[src/rtl/brick_field.sv]
// Brick-field store for a breakout game: per-cell hardness, hit handling, pixel query.
// Optional BRICK_MULTIHIT_EN: upper half of the rows start with hardness 2.
module brick_field #(
  parameter int unsigned ROWS     = 4,
  parameter int unsigned COLS     = 10,
  parameter int unsigned BRICK_W  = 64,
  parameter int unsigned BRICK_H  = 20,
  parameter int unsigned ORIGIN_X = 0,
  parameter int unsigned ORIGIN_Y = 40
) (
  input  logic                               Clk,
  input  logic                               Reset_n,
  input  logic                               load_req,
  output logic                               busy,
  input  logic                               hit_req,
  input  logic [2:0]                         hit_row,
  input  logic [3:0]                         hit_col,
  output logic                               hit_ack,
  output logic                               hit_broke,
  input  logic [9:0]                         DrawX,
  input  logic [9:0]                         DrawY,
  output logic                               brick_on,
  output logic [1:0]                         brick_level,
  output logic [$clog2(ROWS*COLS+1)-1:0]     remaining,
  output logic                               all_clear
);

  localparam int unsigned N  = ROWS * COLS;
  localparam int unsigned RW = $clog2(N + 1);
  localparam int unsigned IW = (N > 1) ? $clog2(N) : 1;

  typedef enum logic {INIT, READY} state_t;

  state_t          state_q, state_d;
  logic [IW-1:0]   idx_q, idx_d;
  logic [RW-1:0]   rem_q, rem_d;
  logic            ack_q, ack_d;
  logic            broke_q, broke_d;
  logic            on_q, on_d;
  logic [1:0]      level_q, level_d;
  logic [1:0]      cell_q [N];

  logic            last_cell;
  logic [1:0]      init_val;
  logic            hit_in_range;
  logic [IW-1:0]   hit_idx;
  logic [1:0]      hit_cell;
  logic            hit_ok;
  logic            hit_last;
  logic            wr_en;
  logic [IW-1:0]   wr_idx;
  logic [1:0]      wr_val;
  int unsigned     px, py, q_col, q_row;
  logic            q_inside;
  logic [IW-1:0]   q_idx;
  logic [1:0]      q_cell;

  // State register
  always_ff @(posedge Clk or negedge Reset_n) begin
    if (!Reset_n) state_q <= INIT;
    else          state_q <= state_d;
  end

  // Next-state logic
  always_comb begin
    state_d = state_q;
    unique case (state_q)
      INIT:    if (!load_req && last_cell) state_d = READY;
      READY:   if (load_req)               state_d = INIT;
      default: state_d = INIT;
    endcase
  end

  // Output logic
  always_comb begin
    busy = (state_q == INIT);
  end

  assign last_cell = (32'(idx_q) == N - 1);

  always_comb begin
`ifdef BRICK_MULTIHIT_EN
    init_val = (32'(idx_q) < (ROWS / 2) * COLS) ? 2'd2 : 2'd1;
`else
    init_val = 2'd1;
`endif
  end

  // Hit decode; the index is forced to 0 when out of range so the read stays in bounds.
  always_comb begin
    hit_in_range = (32'(hit_row) < ROWS) && (32'(hit_col) < COLS);
    hit_idx      = hit_in_range ? IW'(32'(hit_row) * COLS + 32'(hit_col)) : '0;
    hit_cell     = cell_q[hit_idx];
    hit_ok       = hit_req && !load_req && (state_q == READY) && hit_in_range &&
                   (hit_cell != 2'd0);
    hit_last     = hit_ok && (hit_cell == 2'd1);
  end

  // Single cell write port shared by INIT fill and hit decrement (mutually exclusive by state).
  always_comb begin
    wr_en  = 1'b0;
    wr_idx = '0;
    wr_val = '0;
    if ((state_q == INIT) && !load_req) begin
      wr_en  = 1'b1;
      wr_idx = idx_q;
      wr_val = init_val;
    end else if (hit_ok) begin
      wr_en  = 1'b1;
      wr_idx = hit_idx;
      wr_val = hit_cell - 2'd1;
    end
  end

  always_comb begin
    idx_d = idx_q;
    rem_d = rem_q;
    if (load_req) begin
      idx_d = '0;
      rem_d = '0;
    end else if (state_q == INIT) begin
      idx_d = last_cell ? '0 : idx_q + IW'(1);
      rem_d = rem_q + RW'(1);
    end else if (hit_last) begin
      rem_d = rem_q - RW'(1);
    end
    ack_d   = hit_req;
    broke_d = hit_last;
  end

  // Pixel query: subtraction may wrap below the origin, masked by the range compares.
  always_comb begin
    px       = 32'(DrawX);
    py       = 32'(DrawY);
    q_col    = (px - ORIGIN_X) / BRICK_W;
    q_row    = (py - ORIGIN_Y) / BRICK_H;
    q_inside = (px >= ORIGIN_X) && (py >= ORIGIN_Y) && (q_col < COLS) && (q_row < ROWS);
    q_idx    = q_inside ? IW'(q_row * COLS + q_col) : '0;
    q_cell   = cell_q[q_idx];
    on_d     = !busy && q_inside && (q_cell != 2'd0);
    level_d  = on_d ? q_cell : 2'd0;
  end

  always_ff @(posedge Clk or negedge Reset_n) begin
    if (!Reset_n) begin
      idx_q   <= '0;
      rem_q   <= '0;
      ack_q   <= 1'b0;
      broke_q <= 1'b0;
      on_q    <= 1'b0;
      level_q <= '0;
    end else begin
      idx_q   <= idx_d;
      rem_q   <= rem_d;
      ack_q   <= ack_d;
      broke_q <= broke_d;
      on_q    <= on_d;
      level_q <= level_d;
    end
  end

  // Cell storage needs no reset: INIT rewrites every cell before it is ever read.
  always_ff @(posedge Clk) begin
    if (wr_en) cell_q[wr_idx] <= wr_val;
  end

  assign hit_ack     = ack_q;
  assign hit_broke   = broke_q;
  assign brick_on    = on_q;
  assign brick_level = level_q;
  assign remaining   = rem_q;
  assign all_clear   = (rem_q == '0) && !busy;

endmodule

[config.mk]
export PLATFORM = sky130hd
export DESIGN_NAME = brick_field
export DESIGN_NICKNAME = d
export VERILOG_FILES = /design/src/rtl/brick_field.sv
export SDC_FILE = /design/constraint.sdc
export NUM_CORES = 1
export LEC_CHECK = 0
export ABC_AREA = 0
export BUFFER_PORTS_ARGS = -buffer_cell sky130_fd_sc_hd__buf_2
export CAP_MARGIN = 20
export CORE_MARGIN = 3
export CORE_UTILIZATION = 65
export CTS_BUF_LIST = sky130_fd_sc_hd__clkbuf_8
export DETAILED_ROUTE_END_ITERATION = 10
export GPL_ROUTABILITY_DRIVEN = 0
export HOLD_SLACK_MARGIN = 0.1
export PLACE_DENSITY = 0.88
export SLEW_MARGIN = 30
export SYNTH_ARGS = -nofsm -noshare
export SYNTH_HDL_FRONTEND = slang
export SYNTH_SLANG_ARGS = --single-unit
[constraint.sdc]
create_clock -name Clk -period 13.26 [get_ports Clk]
set_clock_uncertainty 0.2 [all_clocks]
set_input_delay 0.663 -clock Clk [delete_from_list [all_inputs] [get_ports Clk]]
set_output_delay 0.663 -clock Clk [all_outputs]
set_load 0.005 [all_outputs]
==> results of run 1 <==
==> critical path, delay by kind of cell <==
kind,cells,cell delay (ps)
compound gates,9,2240
fa+ha+maj,3,1100
buf+inv,4,860
mux,2,1100
simple gates,7,1330
==> layout make-up <==
class                           count  area (um^2)
Timing Repair Buffer               41          223
Clock inverter                      7         93.8
Fill cell                         627         2510
Tap cell                          129          161
Clock buffer                        9          124
Sequential cell                    98         2850
Inverter                           14         52.6
Multi-Input combinational cell    423         3350
==> metrics by stage <==
stage,setup WS [ps],utilization [%],hold slack [ps]
2_1_floorplan,6610,-,167
3_3_place_gp,5990,70.8,311
3_5_place_dp,5830,70.8,336
4_1_cts,6200,73.2,219
5_1_grt,5750,73.2,217
6_report,5980,73.2,223
==> sequential cells by signal (all words and copies together) (netlist names) <==
name         count
brick_level      2
brick_on         1
cell_q          80
hit_ack          1
hit_broke        1
idx_q            6
remaining        6
state_q          1
==> repair_timing <==
item                      4_1_cts  5_1_grt
resized for setup               0        0
hold endpoints to repair       18        0
hold buffers                    1        0
==> power by group through the flow <==
stage,Combinational [mW],Clock (mW),Sequential (mW)
floorplan,0.240,0,0.343
global placement,0.299,0,0.343
detailed placement,0.311,0,0.343
CTS,0.316,0.206,0.336
global route,0.347,0.220,0.337
finish,0.322,0.206,0.336
==> cells by family after synthesis <==
group	count (synthesis)
multiplexers	50
adder cells (fa/ha/maj)	24
flip-flops	98
XOR/XNOR	21
AND/OR/NAND/NOR	188
AO/OA/AOI/OAI	140
buffers and inverters	41
==> per-layer routing <==
layer	vias up	part of all wire [%]
li1	2233	-
met1	2451	36
met2	369	48
met3	75	12
met4	0	4.1
met5	-	0
==> final timing paths <==
path | cells after the start | end | slack, ps | startpoint
hold / removal | 1 | hit_ack$_DFF_PN0_ | 220 | hit_req
hold reg to reg | 2 | remaining[3]$_DFFE_PN0P_ | 360 | remaining[3]$_DFFE_PN0P_
min in group asynchronous | 2 | brick_level[1]$_DFF_PN0_ | 530 | Reset_n
max in group asynchronous | 2 | remaining[1]$_DFFE_PN0P_ | 12050 | Reset_n
setup reg to reg | 10 | cell_q[3][1]$_DFFE_PP_ | 9160 | cell_q[0][1]$_DFFE_PP_
setup / recovery | 25 | brick_on$_DFF_PN0_ | 5980 | DrawY[3]
==> layout by cell type, fill, tap and decap left out, drive strengths merged, types with 4 or more instances in the layout <==
master,count
a211oi,7
a21o,9
a21oi,25
a221oi,5
a22oi,6
a31o,4
a31oi,5
and2,5
buf,40
clkbuf,9
dfrtp,18
edfxtp,80
ha,21
inv,16
mux2,6
mux2i,13
mux4,31
nand2,50
nand2b,4
nand3,10
nand3b,4
nand4,4
nor2,76
nor2b,6
nor3,11
o211ai,5
o21a,4
o21ai,25
o221ai,6
o31ai,6
xnor2,16
xor2,5
==> impl_metrics.yaml, run 1 <==
cts:
  clockBufferDepth: 2
  clk_latency_ps: 370
  ctsHtreeMaxLevel: 3
  clock-root-buffer: "clkbuf_8"
  cts_tree: "yes"
  clk_pin_slew_ps: 100
  post_cts_buffers: 0
  cts_sinks: 98
  cts_buffers: 9
die:
  rows: 35
  core_area_um2: 9370
  start_util_pct: 67.9
  die_y_um: 105
  dieWidth_um: 105
  dieArea_um2: 11000
  pin_count: 44
synthesis:
  synth_area_leaders: "edfxtp_1 (38%), mux4_2 (11%), dfrtp_1 (7.1%)"
  yosys.area_share.simple_pct: 14.1
  syn_inst: 562
  synthAdderAreaFrac_pct: 5.08
  synthMuxAreaShare_pct: 14.1
  ys_seq_area_share_pct: 44.9
  synth_top_family_by_area: "compound AO/OA/AOI/OAI gates"
  synth-seq-cells: 98
  synth_top_area_share_pct: 37.8
  synth_nets: 617
  syn-cell-area_um2: 6360
  synth_warnings: 0
  synth.distinct_cells: 79
  synth_area_per_cell_um2: 11.3
  yosys-top-cells-count: "edfxtp_1 (80), nor2_1 (76), nand2_1 (50), mux4_2 (31), a21oi_1 (22)"
  synth-xor-area-share_pct: 2.89
  synth_top_area_cell: "edfxtp_1"
  async_reset_ff_share_pct: 18.4
  synth_edf_count: 80
  synth_compound_area_share_pct: 16.4
  synth_ff_type: "edfxtp_1"
  synth.most_common_cell: "edfxtp_1"
power_and_ir_drop:
  p_per_area_nw_per_um2: 126
  sequentialPowerShare_pct: 38.9
  p_leak_nw: 2.55
  power.total_uw: 864
  p_clk_share_pct: 23.8
  p_sw_share_pct: 35.8
  p_comb_share_pct: 37.3
  ir_drop_uv: 97.7
  power.switching_uw: 310
  p_int_uw: 554
grt:
  top_usage_layer: "met2"
  grt_use_met3_pct: 7.29
  gr-usage-all-layers_pct: 29.2
  grt_pass1_wl_um: 25500
  grt_pass1_vias: 5174
  grtUsageMet1_pct: 36.4
  grt.overflow.total: 0
  antenna_found_initial: 0
  grt_max_degree: 41
  gr-usage-met2_pct: 48.0
timing:
  finalHoldViolCount: 0
  max_freq_mhz: 137
  finalMaxSlewViolations: 0
  setup_viol: 0
  worstMarginPinSlew_ps: 981
  fin_crit_sh_pct: 54.9
  maxSlewHeadroom_pct: 34.4
  rsz0062_at_grt: "no"
  period_needed_ps: 7280
  tns_ps: 0
final_layout:
  diodes: 0
  fin_area_um2: 6860
  syn2layout_area_growth_pct: 7.87
  nets: 642
  drive_gt1_share_pct: 19.9
  stdcell_count: 721
detailed_routing:
  firstDrtPassIters: 6
  drtAntennaViolNets: 0
  drt_iter0_drc: 630
  drc: 0
  wl_um: 15800
  post_drt_wl_per_cell_um: 21.9
  vias: 5128
  viasPerCell: 7.11
placement:
  placed_cells: 704
  dp_hpwl_um: 11200
  io_buffers: 35
  placed_cell_area_um2: 6630
worst_hold_path:
  hold_path.class: "input pin to register"
critical_path:
  worst_path_largest_cell_delay_ps: 580
  endpoint_kind: "register"
  crit_fanout: 24
  cp-start-kind: "input pin"
  cp.required_ps: 13280
  worstSetupPathType: "input pin to register"
  crit_arrival_ps: 7300
  critical_path.slowest_cell: "mux4_2"
status:
  status: "complete, no violations"
job:
  cap_viol_max_count: 0
(Power assumes the default switching activity.)
==> run 2, diff against run 1 <==
--- a/config.mk
+++ b/config.mk
@@ -9,12 +9,12 @@
 export BUFFER_PORTS_ARGS = -buffer_cell sky130_fd_sc_hd__buf_2
 export CAP_MARGIN = 20
 export CORE_MARGIN = 3
-export CORE_UTILIZATION = 65
+export CORE_UTILIZATION = 57
 export CTS_BUF_LIST = sky130_fd_sc_hd__clkbuf_8
 export DETAILED_ROUTE_END_ITERATION = 10
 export GPL_ROUTABILITY_DRIVEN = 0
 export HOLD_SLACK_MARGIN = 0.1
-export PLACE_DENSITY = 0.88
+export PLACE_DENSITY = 0.82
 export SLEW_MARGIN = 30
 export SYNTH_ARGS = -nofsm -noshare
 export SYNTH_HDL_FRONTEND = slang
==> constraint.sdc (replaced) <==
create_clock -name Clk -period 6.1 [get_ports Clk]
set_clock_uncertainty 0.2 [all_clocks]
set_input_delay 0.305 -clock Clk [delete_from_list [all_inputs] [get_ports Clk]]
set_output_delay 0.305 -clock Clk [all_outputs]
set_load 0.005 [all_outputs]
==> run 2 against run 1 <==
  * Count of clock-buffer cells in the layout did not move
  * Critical path depth fell by 1
  * Combinational power rose to 2.6 times the previous value
  * Sequential power rose by 120%
  * Largest cell class unchanged
  * Highest routed layer unchanged
==> impl_metrics.yaml, run 2 (synthesis results as in run 1) <==
die:
  dieWidth_um: 112
  start_util_pct: 60.0
  core_area_um2: 10600
  dieArea_um2: 12500
  die_y_um: 112
  pin_count: 44
  rows: 37
final_layout:
  final_cell_mix: "edfxtp_1 (80), nor2_1 (75), nand2_1 (50), buf_4 (50), buf_2 (35)"
  drive_gt1_share_pct: 26.3
  nets: 690
  syn2layout_area_growth_pct: 14.0
  stdcell_count: 776
  final_util_pct: 68.4
  largest_reg_flops: 80
  fin_area_um2: 7250
  top_register: "cell_q"
  final_common_cell: "edfxtp_1"
  diodes: 0
critical_path:
  crit_arrival_ps: 5980
  cp.required_ps: 6150
  worstSetupPathType: "input pin to register"
  cp-start-kind: "input pin"
  crit_fanout: 11
  endpoint_kind: "register"
timing:
  worstMarginPinSlew_ps: 828
  max_freq_mhz: 168
  tns_ps: 0
  finalHoldViolCount: 0
  finalHoldWorstSlack_ps: 174
  setup_viol: 0
  finalMaxSlewViolations: 0
  worst_slack_ps: 162
  fin_crit_sh_pct: 97.3
  period_needed_ps: 5940
  maxSlewHeadroom_pct: 44.6
detailed_routing:
  drc: 0
  firstDrtPassIters: 7
  post_drt_wl_per_cell_um: 20.7
  drtAntennaViolNets: 0
  vias: 5223
  wl_um: 16100
  drt_iter0_drc: 818
  viasPerCell: 6.73
power_and_ir_drop:
  power.total_mw: 1.94
  p_per_area_nw_per_um2: 268
  p_leak_nw: 2.78
  ir_drop_uv: 195
cts:
  clock-root-buffer: "clkbuf_8"
  post_cts_buffers: 0
  clockBufferDepth: 2
  cts_buffers: 9
  clk_latency_ps: 380
  clk_pin_slew_ps: 100
  cts_tree: "yes"
  cts_sinks: 98
  ctsHtreeMaxLevel: 3
placement:
  io_buffers: 35
  place_worst_setup_slack_ps: -296
  dp_hpwl_um: 11800
  placed_cell_area_um2: 7010
  placed_cells: 757
job:
  cap_viol_max_count: 0
grt:
  grt_pass1_wl_um: 26500
  grt_max_degree: 41
  gr-usage-all-layers_pct: 26.4
  antenna_found_initial: 0
  grt_pass1_vias: 5146
  grt.overflow.total: 0
worst_hold_path:
  hold_path.class: "input pin to asynchronous set/reset pin"
status:
  status: "complete, no violations"
run 2: path summary, 6_finish.rpt:
kind,to,cells after the start,slack [ps],from
max in group asynchronous,remaining[0]$_DFFE_PN0P_,2,5240,Reset_n
min,idx_q[3]$_DFFE_PN0P_,2,170,Reset_n
min reg2reg,remaining[4]$_DFFE_PN0P_,2,360,remaining[4]$_DFFE_PN0P_
max,brick_on$_DFF_PN0_,24,160,DrawY[4]
min in group Clk,hit_broke$_DFF_PN0_,5,340,hit_row[2]
max reg2reg,cell_q[2][1]$_DFFE_PP_,10,1940,cell_q[1][1]$_DFFE_PP_
run 2: cell type report:
class / instances / area, um^2
Timing Repair Buffer: 89 / 601
Clock inverter: 7 / 46.3
Sequential cell: 98 / 2850
Fill cell: 736 / 3350
Multi-Input combinational cell: 423 / 3400
Inverter: 14 / 52.6
Tap cell: 136 / 170
Clock buffer: 9 / 124
run 2: worst max-delay path, stage by stage:
cell and delay, ps:
buf_2 100, inv_1 70, ha_1 180, or4b_4 510, or4_4 460, buf_4 160
nand3_2 90, nor3b_1 400, a21o_1 190, o21ai_1 120, a311o_1 340, nand4_1 110
nand4_1 150, ha_2 240, fa_1 530, buf_12 160, mux4_2 510, mux2_2 290
a211oi_2 300, o21ai_1 130, a211oi_1 240, nor2_1 70, o32ai_1 180, a221oi_1 150
run 2: repair_timing:
item,CTS,global route
resized for setup,0,8
endpoints found under the setup margin,0,2
endpoints found under the hold margin,23,0
hold buffers,3,0
run 2: layer usage:
layer / global-route usage, % / up-vias / routed length (um)
met3: 4.73 / 62 / 1560
met4: 9.08 / 0 / 580
li1: - / 2328 / -
met5: 0 / - / 0
met2: 42.4 / 330 / 7630
met1: 36.7 / 2503 / 6320
run 2: power by group:
part	switching [mW]	internal, mW	total [mW]	leakage [nW]
sequential	0.00656	0.724	0.731	1.06
combinational	0.452	0.378	0.830	1.63
clock	0.232	0.148	0.380	0.0899
total	0.690	1.25	1.94	2.78
==> run 3, diff against run 2 <==
--- a/config.mk
+++ b/config.mk
@@ -6,6 +6,7 @@
 export NUM_CORES = 1
 export LEC_CHECK = 0
 export ABC_AREA = 0
+export ABC_CLOCK_PERIOD_IN_PS = 6100
 export BUFFER_PORTS_ARGS = -buffer_cell sky130_fd_sc_hd__buf_2
 export CAP_MARGIN = 20
 export CORE_MARGIN = 3
@@ -15,6 +16,7 @@
 export GPL_ROUTABILITY_DRIVEN = 0
 export HOLD_SLACK_MARGIN = 0.1
 export PLACE_DENSITY = 0.82
+export RECOVER_POWER = 100
 export SLEW_MARGIN = 30
 export SYNTH_ARGS = -nofsm -noshare
 export SYNTH_HDL_FRONTEND = slang
==> run 3 against run 2 <==
  * Sequential power hardly changed
  * Utilization is 0.41 points lower
  * Via count is 0.11% higher
  * Sequential share of layout area is 0.24 points higher
  * Fmax is 1.2% higher
  * Non-clock buffer count stayed put
  * Combinational power is 2% lower
  * Cell count stayed put
  * Largest power group unchanged
==> impl_metrics.yaml, run 3 (synthesis results as in run 1) <==
timing:
  finalHoldViolCount: 0
  finalMaxSlewViolations: 0
  fin_crit_sh_pct: 96.1
  period_needed_ps: 5860
  tns_ps: 0
  maxSlewHeadroom_pct: 33.8
  max_freq_mhz: 171
  setup_viol: 0
  worstMarginPinSlew_ps: 993
cts:
  ctsHtreeMaxLevel: 3
  clockBufferDepth: 2
  clock-root-buffer: "clkbuf_8"
  cts_sinks: 98
  cts_tree: "yes"
  clk_pin_slew_ps: 100
  clk_latency_ps: 380
  cts_buffers: 9
  post_cts_buffers: 0
detailed_routing:
  wl_met2_um: 7680
  drc: 0
  firstDrtPassIters: 5
  drtAntennaViolNets: 0
  met3_length_um: 1470
  post_drt_wl_per_cell_um: 20.8
  drt_iter0_drc: 765
  wl_um: 16100
  viasPerCell: 6.74
  m1WireLength_um: 6460
  top_layer: "met4"
  vias: 5229
grt:
  grt.overflow.total: 0
  gr-usage-all-layers_pct: 26.4
  grt_max_degree: 41
  grt_pass1_vias: 5146
  antenna_found_initial: 0
  grt_pass1_wl_um: 26500
power_and_ir_drop:
  p_comb_share_pct: 42.4
  p_per_area_nw_per_um2: 268
  p_int_mw: 1.24
  ir_drop_uv: 196
  p_leak_nw: 2.72
  power.switching_uw: 690
  sequentialPowerShare_pct: 37.9
  p_clk_share_pct: 19.7
  power.total_mw: 1.93
  p_sw_share_pct: 35.8
status:
  status: "complete, no violations"
final_layout:
  final_common_cell: "edfxtp_1"
  nets: 690
  diodes: 0
  syn2layout_area_growth_pct: 13.3
  stdcell_count: 776
  final_util_pct: 68.0
  top_register: "cell_q"
  largest_reg_flops: 80
  drive_gt1_share_pct: 23.8
  final_cell_mix: "edfxtp_1 (80), nor2_1 (76), nand2_1 (50), buf_4 (43), mux4_2 (31)"
die:
  pin_count: 44
  die_y_um: 112
  rows: 37
  dieArea_um2: 12500
  core_area_um2: 10600
  dieWidth_um: 112
  start_util_pct: 60.0
worst_hold_path:
  whs_path_depth: 5
  hold_path.class: "input pin to register"
  hold-path-endpoint: "hit_broke$_DFF_PN0_"
  min-delay-start: "hit_row[2]"
critical_path:
  cp-start-kind: "input pin"
  regToRegStartpoint: "cell_q[1][1]$_DFFE_PP_"
  reg2reg_depth: 10
  worstSetupPathType: "input pin to register"
  crit_fanout: 11
  cp.required_ps: 6150
  crit_path_start: "DrawY[4]"
  endpoint_kind: "register"
  regToRegSetupSlack_ps: 1790
  timing.rr.end: "cell_q[2][1]$_DFFE_PP_"
  crit_arrival_ps: 5910
placement:
  dp_hpwl_um: 11800
  placed_cells: 757
  io_buffers: 35
job:
  cap_viol_max_count: 0
-- run 3: cell types whose count changed in the layout (fill, tap and decap cells not counted) --
cell / previous run / this run
buf_4: 50 / 43
clkbuf_2: 0 / 3
nor2_1: 75 / 76
buf_2: 35 / 25
o22ai_2: 1 / 0
nor2_2: 1 / 0
o22ai_1: 2 / 3
clkbuf_1: 0 / 14
-- run 3: power groups by stage --
stage | clock network [mW] | logic [mW] | registers, mW
floorplan | 0 | 0.524 | 0.745
global placement | 0 | 0.766 | 0.745
detailed placement | 0 | 0.788 | 0.746
CTS | 0.386 | 0.800 | 0.731
global route | 0.416 | 0.869 | 0.732
finish | 0.381 | 0.817 | 0.731
-- run 3: layout make-up --
type / count / area, um^2
clock buffer: 9 / 124
fill: 750 / 3400
sequential: 98 / 2850
inverter: 14 / 52.6
timing repair buffer: 89 / 566
tap: 136 / 170
clock inverter: 7 / 46.3
multi-input combinational: 423 / 3390
-- run 3: how the worst max path moves through the flow --
stage	endpoint	cells past startpoint	slack (ps)
floorplan	brick_on$_DFF_PN0_	28	0.8
global placement	brick_on$_DFF_PN0_	25	-90
detailed placement	brick_on$_DFF_PN0_	25	-300
CTS	brick_on$_DFF_PN0_	25	110
global route	brick_on$_DFF_PN0_	24	-30
finish	brick_on$_DFF_PN0_	24	240
-- run 3: worst max-delay path, stage by stage --
cell and delay [ps]:
buf_2 100, inv_1 70, ha_1 180, or4b_4 510
or4_4 450, clkbuf_2 140, nand3_2 100, nor3b_1 380
a21o_1 190, o21ai_1 110, a311o_1 330, nand4_1 110
nand4_1 150, ha_2 240, fa_1 530, buf_12 160
mux4_2 510, mux2_2 290, a211oi_2 270, o21ai_1 130
a211oi_1 240, nor2_1 60, o32ai_1 180, a221oi_1 150
-- run 3: per-layer routing --
metal | global-route usage (%) | up-vias
met1 | 36.7 | 2525
met2 | 42.4 | 325
met3 | 4.73 | 49
li1 | - | 2330
met5 | 0 | -
met4 | 9.08 | 0
-- run 3: through the flow --
stage	setup slack (ps)	hold WS (ps)	instance area (um^2)
after floorplan	0.785	-191	6370
after global placement	-87.8	51.1	7010
after detailed placement	-296	55.2	7010
after CTS	106	178	7210
after global routing	-27.6	359	7200
final	235	349	7200
-- run 3: what timing repair did --
item,4_1_cts,5_1_grt
hold buffers,3,0
setup endpoints to repair,0,2
gates resized for setup,0,8
hold endpoints to repair,23,0
